### src/rtl/counter_monitor.sv
// Passive checker for the 8-bit up/down counter: models the expected count and reports mismatches.
// Optional macro COUNTER_MONITOR_CAPTURE_EN adds capture of the first error's expected and observed values.
module counter_monitor #(
    parameter int WIDTH     = 8,
    parameter int ERR_CNT_W = 8
) (
    input  logic                 clk,
    input  logic                 rst_n,
    input  logic                 mon_en,
    input  logic                 clr_err,
    input  logic                 cnt_rst,
    input  logic                 cnt_enable,
    input  logic                 cnt_direction,
    input  logic [WIDTH-1:0]     cnt_value,
    output logic                 err,
    output logic                 err_pulse,
    output logic [1:0]           err_code,
    output logic [ERR_CNT_W-1:0] err_count,
`ifdef COUNTER_MONITOR_CAPTURE_EN
    output logic [WIDTH-1:0]     cap_expected,
    output logic [WIDTH-1:0]     cap_observed,
`endif
    output logic [1:0]           mon_state
);

    typedef enum logic [1:0] {
        IDLE  = 2'b00,
        SYNC  = 2'b01,
        CHECK = 2'b10
    } state_t;

    state_t                state_q, state_d;
    logic [WIDTH-1:0]      prev_value_q;
    logic                  prev_rst_q, prev_en_q, prev_dir_q;
    logic                  err_q, err_d;
    logic                  pulse_q, pulse_d;
    logic [1:0]            code_q, code_d;
    logic [ERR_CNT_W-1:0]  count_q, count_d;
    logic [WIDTH-1:0]      expected;
    logic [1:0]            cause;
    logic                  mismatch;

    // Reference model driven purely by the previous edge's samples.
    always_comb begin
        expected = prev_value_q;
        cause    = 2'b01;
        if (prev_rst_q) begin
            expected = '0;
            cause    = 2'b00;
        end else if (!prev_en_q) begin
            expected = prev_value_q;
            cause    = 2'b01;
        end else if (prev_dir_q) begin
            expected = prev_value_q + WIDTH'(1);
            cause    = 2'b10;
        end else begin
            expected = prev_value_q - WIDTH'(1);
            cause    = 2'b11;
        end
    end

    assign mismatch = (state_q == CHECK) && mon_en && (cnt_value != expected);

    always_comb begin
        state_d = state_q;
        case (state_q)
            IDLE:    if (mon_en) state_d = SYNC;
            SYNC:    state_d = mon_en ? CHECK : IDLE;
            CHECK:   if (!mon_en) state_d = IDLE;
            default: state_d = IDLE;
        endcase
    end

    // Clear is applied before the new error so a coincident mismatch survives.
    always_comb begin
        err_d   = err_q;
        code_d  = code_q;
        count_d = count_q;
        pulse_d = mismatch;
        if (clr_err) begin
            err_d   = 1'b0;
            code_d  = 2'b00;
            count_d = '0;
        end
        if (mismatch) begin
            err_d  = 1'b1;
            code_d = cause;
            if (count_d != '1) count_d = count_d + ERR_CNT_W'(1);
        end
    end

    always_ff @(posedge clk or negedge rst_n) begin
        if (!rst_n) begin
            state_q      <= IDLE;
            prev_value_q <= '0;
            prev_rst_q   <= 1'b0;
            prev_en_q    <= 1'b0;
            prev_dir_q   <= 1'b0;
            err_q        <= 1'b0;
            pulse_q      <= 1'b0;
            code_q       <= 2'b00;
            count_q      <= '0;
        end else begin
            state_q      <= state_d;
            prev_value_q <= cnt_value;
            prev_rst_q   <= cnt_rst;
            prev_en_q    <= cnt_enable;
            prev_dir_q   <= cnt_direction;
            err_q        <= err_d;
            pulse_q      <= pulse_d;
            code_q       <= code_d;
            count_q      <= count_d;
        end
    end

`ifdef COUNTER_MONITOR_CAPTURE_EN
    logic             cap_valid_q, cap_valid_d;
    logic [WIDTH-1:0] cap_exp_q, cap_exp_d;
    logic [WIDTH-1:0] cap_obs_q, cap_obs_d;

    always_comb begin
        cap_valid_d = cap_valid_q;
        cap_exp_d   = cap_exp_q;
        cap_obs_d   = cap_obs_q;
        if (clr_err) cap_valid_d = 1'b0;
        if (mismatch && !cap_valid_d) begin
            cap_valid_d = 1'b1;
            cap_exp_d   = expected;
            cap_obs_d   = cnt_value;
        end
    end

    always_ff @(posedge clk or negedge rst_n) begin
        if (!rst_n) begin
            cap_valid_q <= 1'b0;
            cap_exp_q   <= '0;
            cap_obs_q   <= '0;
        end else begin
            cap_valid_q <= cap_valid_d;
            cap_exp_q   <= cap_exp_d;
            cap_obs_q   <= cap_obs_d;
        end
    end

    assign cap_expected = cap_exp_q;
    assign cap_observed = cap_obs_q;
`endif

    assign err       = err_q;
    assign err_pulse = pulse_q;
    assign err_code  = code_q;
    assign err_count = count_q;
    assign mon_state = state_q;

endmodule

### config.mk
export PLATFORM = sky130hd
export DESIGN_NAME = counter_monitor
export DESIGN_NICKNAME = d
export VERILOG_FILES = /design/src/rtl/counter_monitor.sv
export SDC_FILE = /design/constraint.sdc
export NUM_CORES = 1
export LEC_CHECK = 0
export ABC_AREA = 0
export BUFFER_PORTS_ARGS = -buffer_cell sky130_fd_sc_hd__buf_2
export CORE_UTILIZATION = 59
export DETAILED_ROUTE_END_ITERATION = 10
export MAX_ROUTING_LAYER = met4
export PLACE_DENSITY = 0.84
export SYNTH_ARGS = -nofsm -noshare
export SYNTH_HDL_FRONTEND = slang
export SYNTH_SLANG_ARGS = --single-unit
### constraint.sdc
create_clock -name clk -period 8.4 [get_ports clk]
set_input_delay 0.84 -clock clk [delete_from_list [all_inputs] [get_ports clk]]
set_output_delay 0.84 -clock clk [all_outputs]
set_load 0.05 [all_outputs]
# Word-level counts from Yosys, hierarchy flattened
# Index checks and enable logic that the tools add are counted.
[op_classes]
mux = 17
n_eq_ne = 6
n_reduce_logical = 5
addsub = 3
[op_table]
columns = ["cell", "n"]
rows = [
  ["8-bit 2-to-1 mux", 6],
  ["8-bit by 1-bit adder with 8-bit output, second input constant", 2],
  ["2-bit 2-to-1 mux", 7],
  ["8-bit != test", 1],
  ["8-bit != test, second input constant", 1],
  ["8-bit by 1-bit subtractor with 8-bit output, second input constant", 1],
  ["2-bit case mux with 3 select lines", 1],
  ["2-bit != test, second input constant", 2],
  ["1-bit 2-to-1 mux", 3],
  ["2-bit by 1-bit equality test with 1-bit output, second input constant", 1],
  ["2-bit equality test, second input constant", 1],
  ["1-bit logical AND", 2],
  ["2-bit zero test", 1],
  ["2-bit AND reduction", 1],
  ["2-bit nonzero test", 1],
]
[word_totals]
in_bits = 15
ff_bits = 25

# Depth between registers and ports, before layout
[logic_depth]
word_depth = 7
mapped_depth = 11

# Worst setup path after synthesis
# No wires, ideal clock.
[synth_timing]
path_type = "flip-flop to flip-flop"
from = "reg prev_dir_q"
to = "reg count_q[3] (netlist: err_count[3])"
slack_ns = 5.505
t_arrival_ns = 2.770
synth_period_minus_slack_ns = 2.895
path_stages_with_launch = 12
cell_sequence = "dfrtp_1 inv_1 ha_1 and2_4 a221o_1 or3_1 and3_1 o31ai_2 o2111ai_1 buf_6 and3_4 mux2_4"
[synth_via]
elab_chain_cells = 6
[synth_rtl]
columns = ["element", "line_no", "rtl"]
rows = [
  ["start, declared", "34", "logic prev_rst_q, prev_en_q, prev_dir_q;"],
  ["start signal, assigned", "108", "prev_dir_q <= cnt_direction;"],
  ["8-bit 2-to-1 mux", "53", "end else if (prev_dir_q) begin"],
  ["8-bit 2-to-1 mux", "50", "end else if (!prev_en_q) begin"],
  ["8-bit 2-to-1 mux", "47", "if (prev_rst_q) begin"],
  ["8-bit != test", "62", "assign mismatch = (state_q == CHECK) && mon_en && (cnt_value != expected);"],
  ["1-bit logical AND", "62", ""],
  ["8-bit 2-to-1 mux", "85", "if (mismatch) begin"],
  ["net count_d[3]", "38", "logic [ERR_CNT_W-1:0] count_q, count_d;"],
  ["end signal, assigned", "112", "count_q <= count_d;"],
  ["end, declared", "38", ""],
]
# The timed path passes the listed nets, and every way through them passes these cells.
# A chain may end at the register's enable or synchronous reset.

# Worst setup path after layout
[layout_timing]
from = "reg prev_dir_q"
to = "reg code_q[0] (netlist: err_code[0])"
[layout_via]
elab_chain_cells = 6
[layout_rtl]
columns = ["element", "line_no", "rtl"]
rows = [
  ["8-bit 2-to-1 mux", "53", ""],
  ["8-bit 2-to-1 mux", "50", ""],
  ["8-bit 2-to-1 mux", "47", ""],
  ["8-bit != test", "62", ""],
  ["1-bit logical AND", "62", ""],
  ["2-bit 2-to-1 mux or 2-bit nonzero test (tied branches)", "n/a", ""],
  ["end signal, assigned", "111", "code_q <= code_d;"],
  ["end, declared", "37", "logic [1:0] code_q, code_d;"],
]
# Parallel ways exist; a longest one is shown, timed or not.

==> summary.md <==
| Metric | Value |
|---|---|
| Die width | 54.5 um |
| Root buffer cell | clkbuf_4 |
| ANT cells | 0 |
| FF-to-FF End | err_code[0]$_DFFE_PN0P_ |
| Startpoint Class | flip-flop |
| TritonRoute pass-1 iters | 4 |
| Register area share after synthesis | 0.385 |
| Via Count | 1382 |
| Core area | 2540 sq um |
| Post_cts resized | 0 |
| CP endpoint kind | flip-flop |
| Worst slew pin tran | 781 ps |
| Number of synthesized flops with an enable pin | 0 |
| Tmin final | 3450 ps |
| Final Max Slew Viols | 0 |
| Post-synth top cells | dfrtp_1 (25), nor2_1 (16), nor2b_1 (9), inv_1 (8) |
| Critical-path maximum fanout | 11 |
| Clock Path Buffers | 2 |
| Synthesized area per cell | 9.56 sq um |
| Max Cap Viol | 0 |
| Flop pwr share | 0.502 |
| Post-DRT Antenna Nets | 0 |
| Final std cells w/o fill | 225 |
| Port bufs | 28 |
| Placed insts | 221 |
| First-pass GRT wire length | 5360 um |
| Worst rel slew slack | 0.479 |
| Clock transition at path regs | 150 ps |
| Clk pwr share | 0.211 |
| Reg2Reg Launch Point | prev_dir_q$_DFF_PN0_ |
| Drt drc | 0 |
| Post-layout power | 0.271 mW |
| Logic gate share of total power | 0.287 |
| Yosys warns | 0 |
| Initial Utilization | 0.639 |
| Leakage | 0.849 nW |
| Synth top area share | 0.385 |
| Critical path class | reg2reg |
| Initial antenna violation count | 0 |
| Cell with the most instances after synthesis | dfrtp_1 |
| Unrepaired setup endpoints after global routing | false |
| VDD IR max | 0.000144 V |
| Largest net degree at the start of global routing | 26 |
| DIE HEIGHT | 54.5 um |
| Final period util | 0.411 |
| Mapped Area | 1630 sq um |
| R2R depth | 10 |
| # setup viols final | 0 |
| Total global-route track usage | 0.263 |
| Hpwl dp | 2590 um |
| H-tree levels | 1 |
| Initial DRC count | 49 |
| Pwr/cell area | 152 nW/um^2 |
| Worst-Skew Late Latency | 330 ps |
| Total congestion overflow | 0 |
| Internal power | 0.175 mW |
| Die area | 2970 sq um |
| Ys async rst share | 1.00 |
| Vias/cell | 6.14 |
| Run status | finished clean |
| Fin. Hold Viols | 0 |
| Routed wire length | 3370 um |
| CP startpoint | prev_dir_q$_DFF_PN0_ |
| Syn Inst Count | 170 |
| Routability cong. | 0.875 |
| Area delta synth->final | 10.1% |
| Final net count | 219 |
| CP Data Required Time | 8630 ps |
| Switching Fraction | 0.354 |
| Num CTS Buffers | 3 |
| Drt wl/cell | 15.0 um |
| Syn Nets | 193 |
| Vias in the first global route | 1179 |
| Yosys reg bits | 25 |
| Area leader, netlist | dfrtp_1 |
| Rows | 18 |
| Main flop type after synthesis | dfrtp_1 |
| Postcts setup bufs | 0 |
| Hold crit path type | in2async |
| Layout cells sized above 1 | 0.210 |
| Net Switching | 0.0961 mW |
| Max Freq | 0.290 GHz |
| Reg2Reg Setup Slack | 4950 ps |
| Top-Level Pins | 29 |
| Critical path arrival | 3690 ps |
| Synth cell types | 55 |
| Max Clock Skew | 5.68 ps |
| Largest cells by area after synthesis | dfrtp_1 (38%), ha_1 (5.4%), nor2_1 (3.7%), nor2b_1 (3.5%), xnor2_1 (2.7%) |
| Setup Total Neg Slack | 0 ps |
| Clock sink count | 25 |
| CTS Hold Bufs | 0 |
| CTS tree | done |
-- worst max-delay path by stage --
stage	end	slack, ps	cells past startpoint
global placement	err_code[0]$_DFFE_PN0P_	5070	10
global route	err_code[0]$_DFFE_PN0P_	4720	10
finish	err_code[0]$_DFFE_PN0P_	4950	10
detailed placement	err_code[0]$_DFFE_PN0P_	5010	10
CTS	err_code[0]$_DFFE_PN0P_	5000	10
floorplan	err_count[3]$_DFF_PN0_	5500	11
-- power groups by stage --
stage	combinational (mW)	clock (mW)	sequential, mW
after floorplan	0.0435	0	0.153
after global placement	0.0765	0	0.138
after detailed placement	0.0773	0	0.138
after CTS	0.0778	0.0588	0.136
after global routing	0.0851	0.0630	0.137
final	0.0779	0.0573	0.136
-- critical path, stage by stage (launching register included) --
cell and delay, ps:
dfrtp_1 460, inv_1 160, ha_1 380, and2_4 180, a221o_1 350, nor3_1 260, nor4_1 110, o21a_1 190
o2111ai_1 640, and2_1 340, mux2_4 310
-- sequential cells by signal, indices dropped and copies added (netlist names) --
name          flops
mon_state         2
prev_rst_q        1
err_count         8
err_code          2
prev_value_q      8
err_pulse         1
prev_dir_q        1
err               1
prev_en_q         1
-- area by class of cell --
cell class / instances / area [sq um]
Clock inverter: 1 / 7.51
Clock buffer: 3 / 22.5
Tap cell: 30 / 37.5
Fill cell: 198 / 756
Multi-Input combinational cell: 130 / 926
Sequential cell: 25 / 626
Timing Repair Buffer: 28 / 140
Inverter: 8 / 30.0
-- metal layers --
layer	global-route usage	routed length, um
met1	0.367	1710
met2	0.404	1530
met3	0.0333	124
met4	0.0641	13
met5	-	0
-- per-stage QoR --
stage | utilization | instance area [sq um] | hold WS (ps) | worst slack, ps
global route | 0.703 | 1790 | 503 | 4720
finish | 0.703 | 1790 | 466 | 4950
detailed placement | 0.691 | 1760 | 464 | 5010
CTS | 0.703 | 1790 | 481 | 5000
floorplan | - | 1630 | 544 | 5500
global placement | 0.691 | 1760 | 481 | 5070
-- placed cells by master (no fill, tap or decap), types with 5 or more instances in the layout --
cell	n
dfrtp_1	25
nand2_1	7
a211oi_1	5
nor2b_1	9
xnor2_1	5
nor2_1	16
buf_2	28
inv_1	8
ha_1	7
a21oi_1	7
nand3_1	6
-- kinds of logic after synthesis --
| family | count (synthesis) | synth area share |
|---|---|---|
| flops | 25 | 0.385 |
| buf+inv | 15 | 0.0454 |
| mux | 7 | 0.0508 |
| simple gates | 66 | 0.226 |
| fa+ha+maj | 8 | 0.0662 |
| xor+xnor | 7 | 0.0377 |
| compound gates | 42 | 0.189 |
Power figures use the tool's default switching activity.
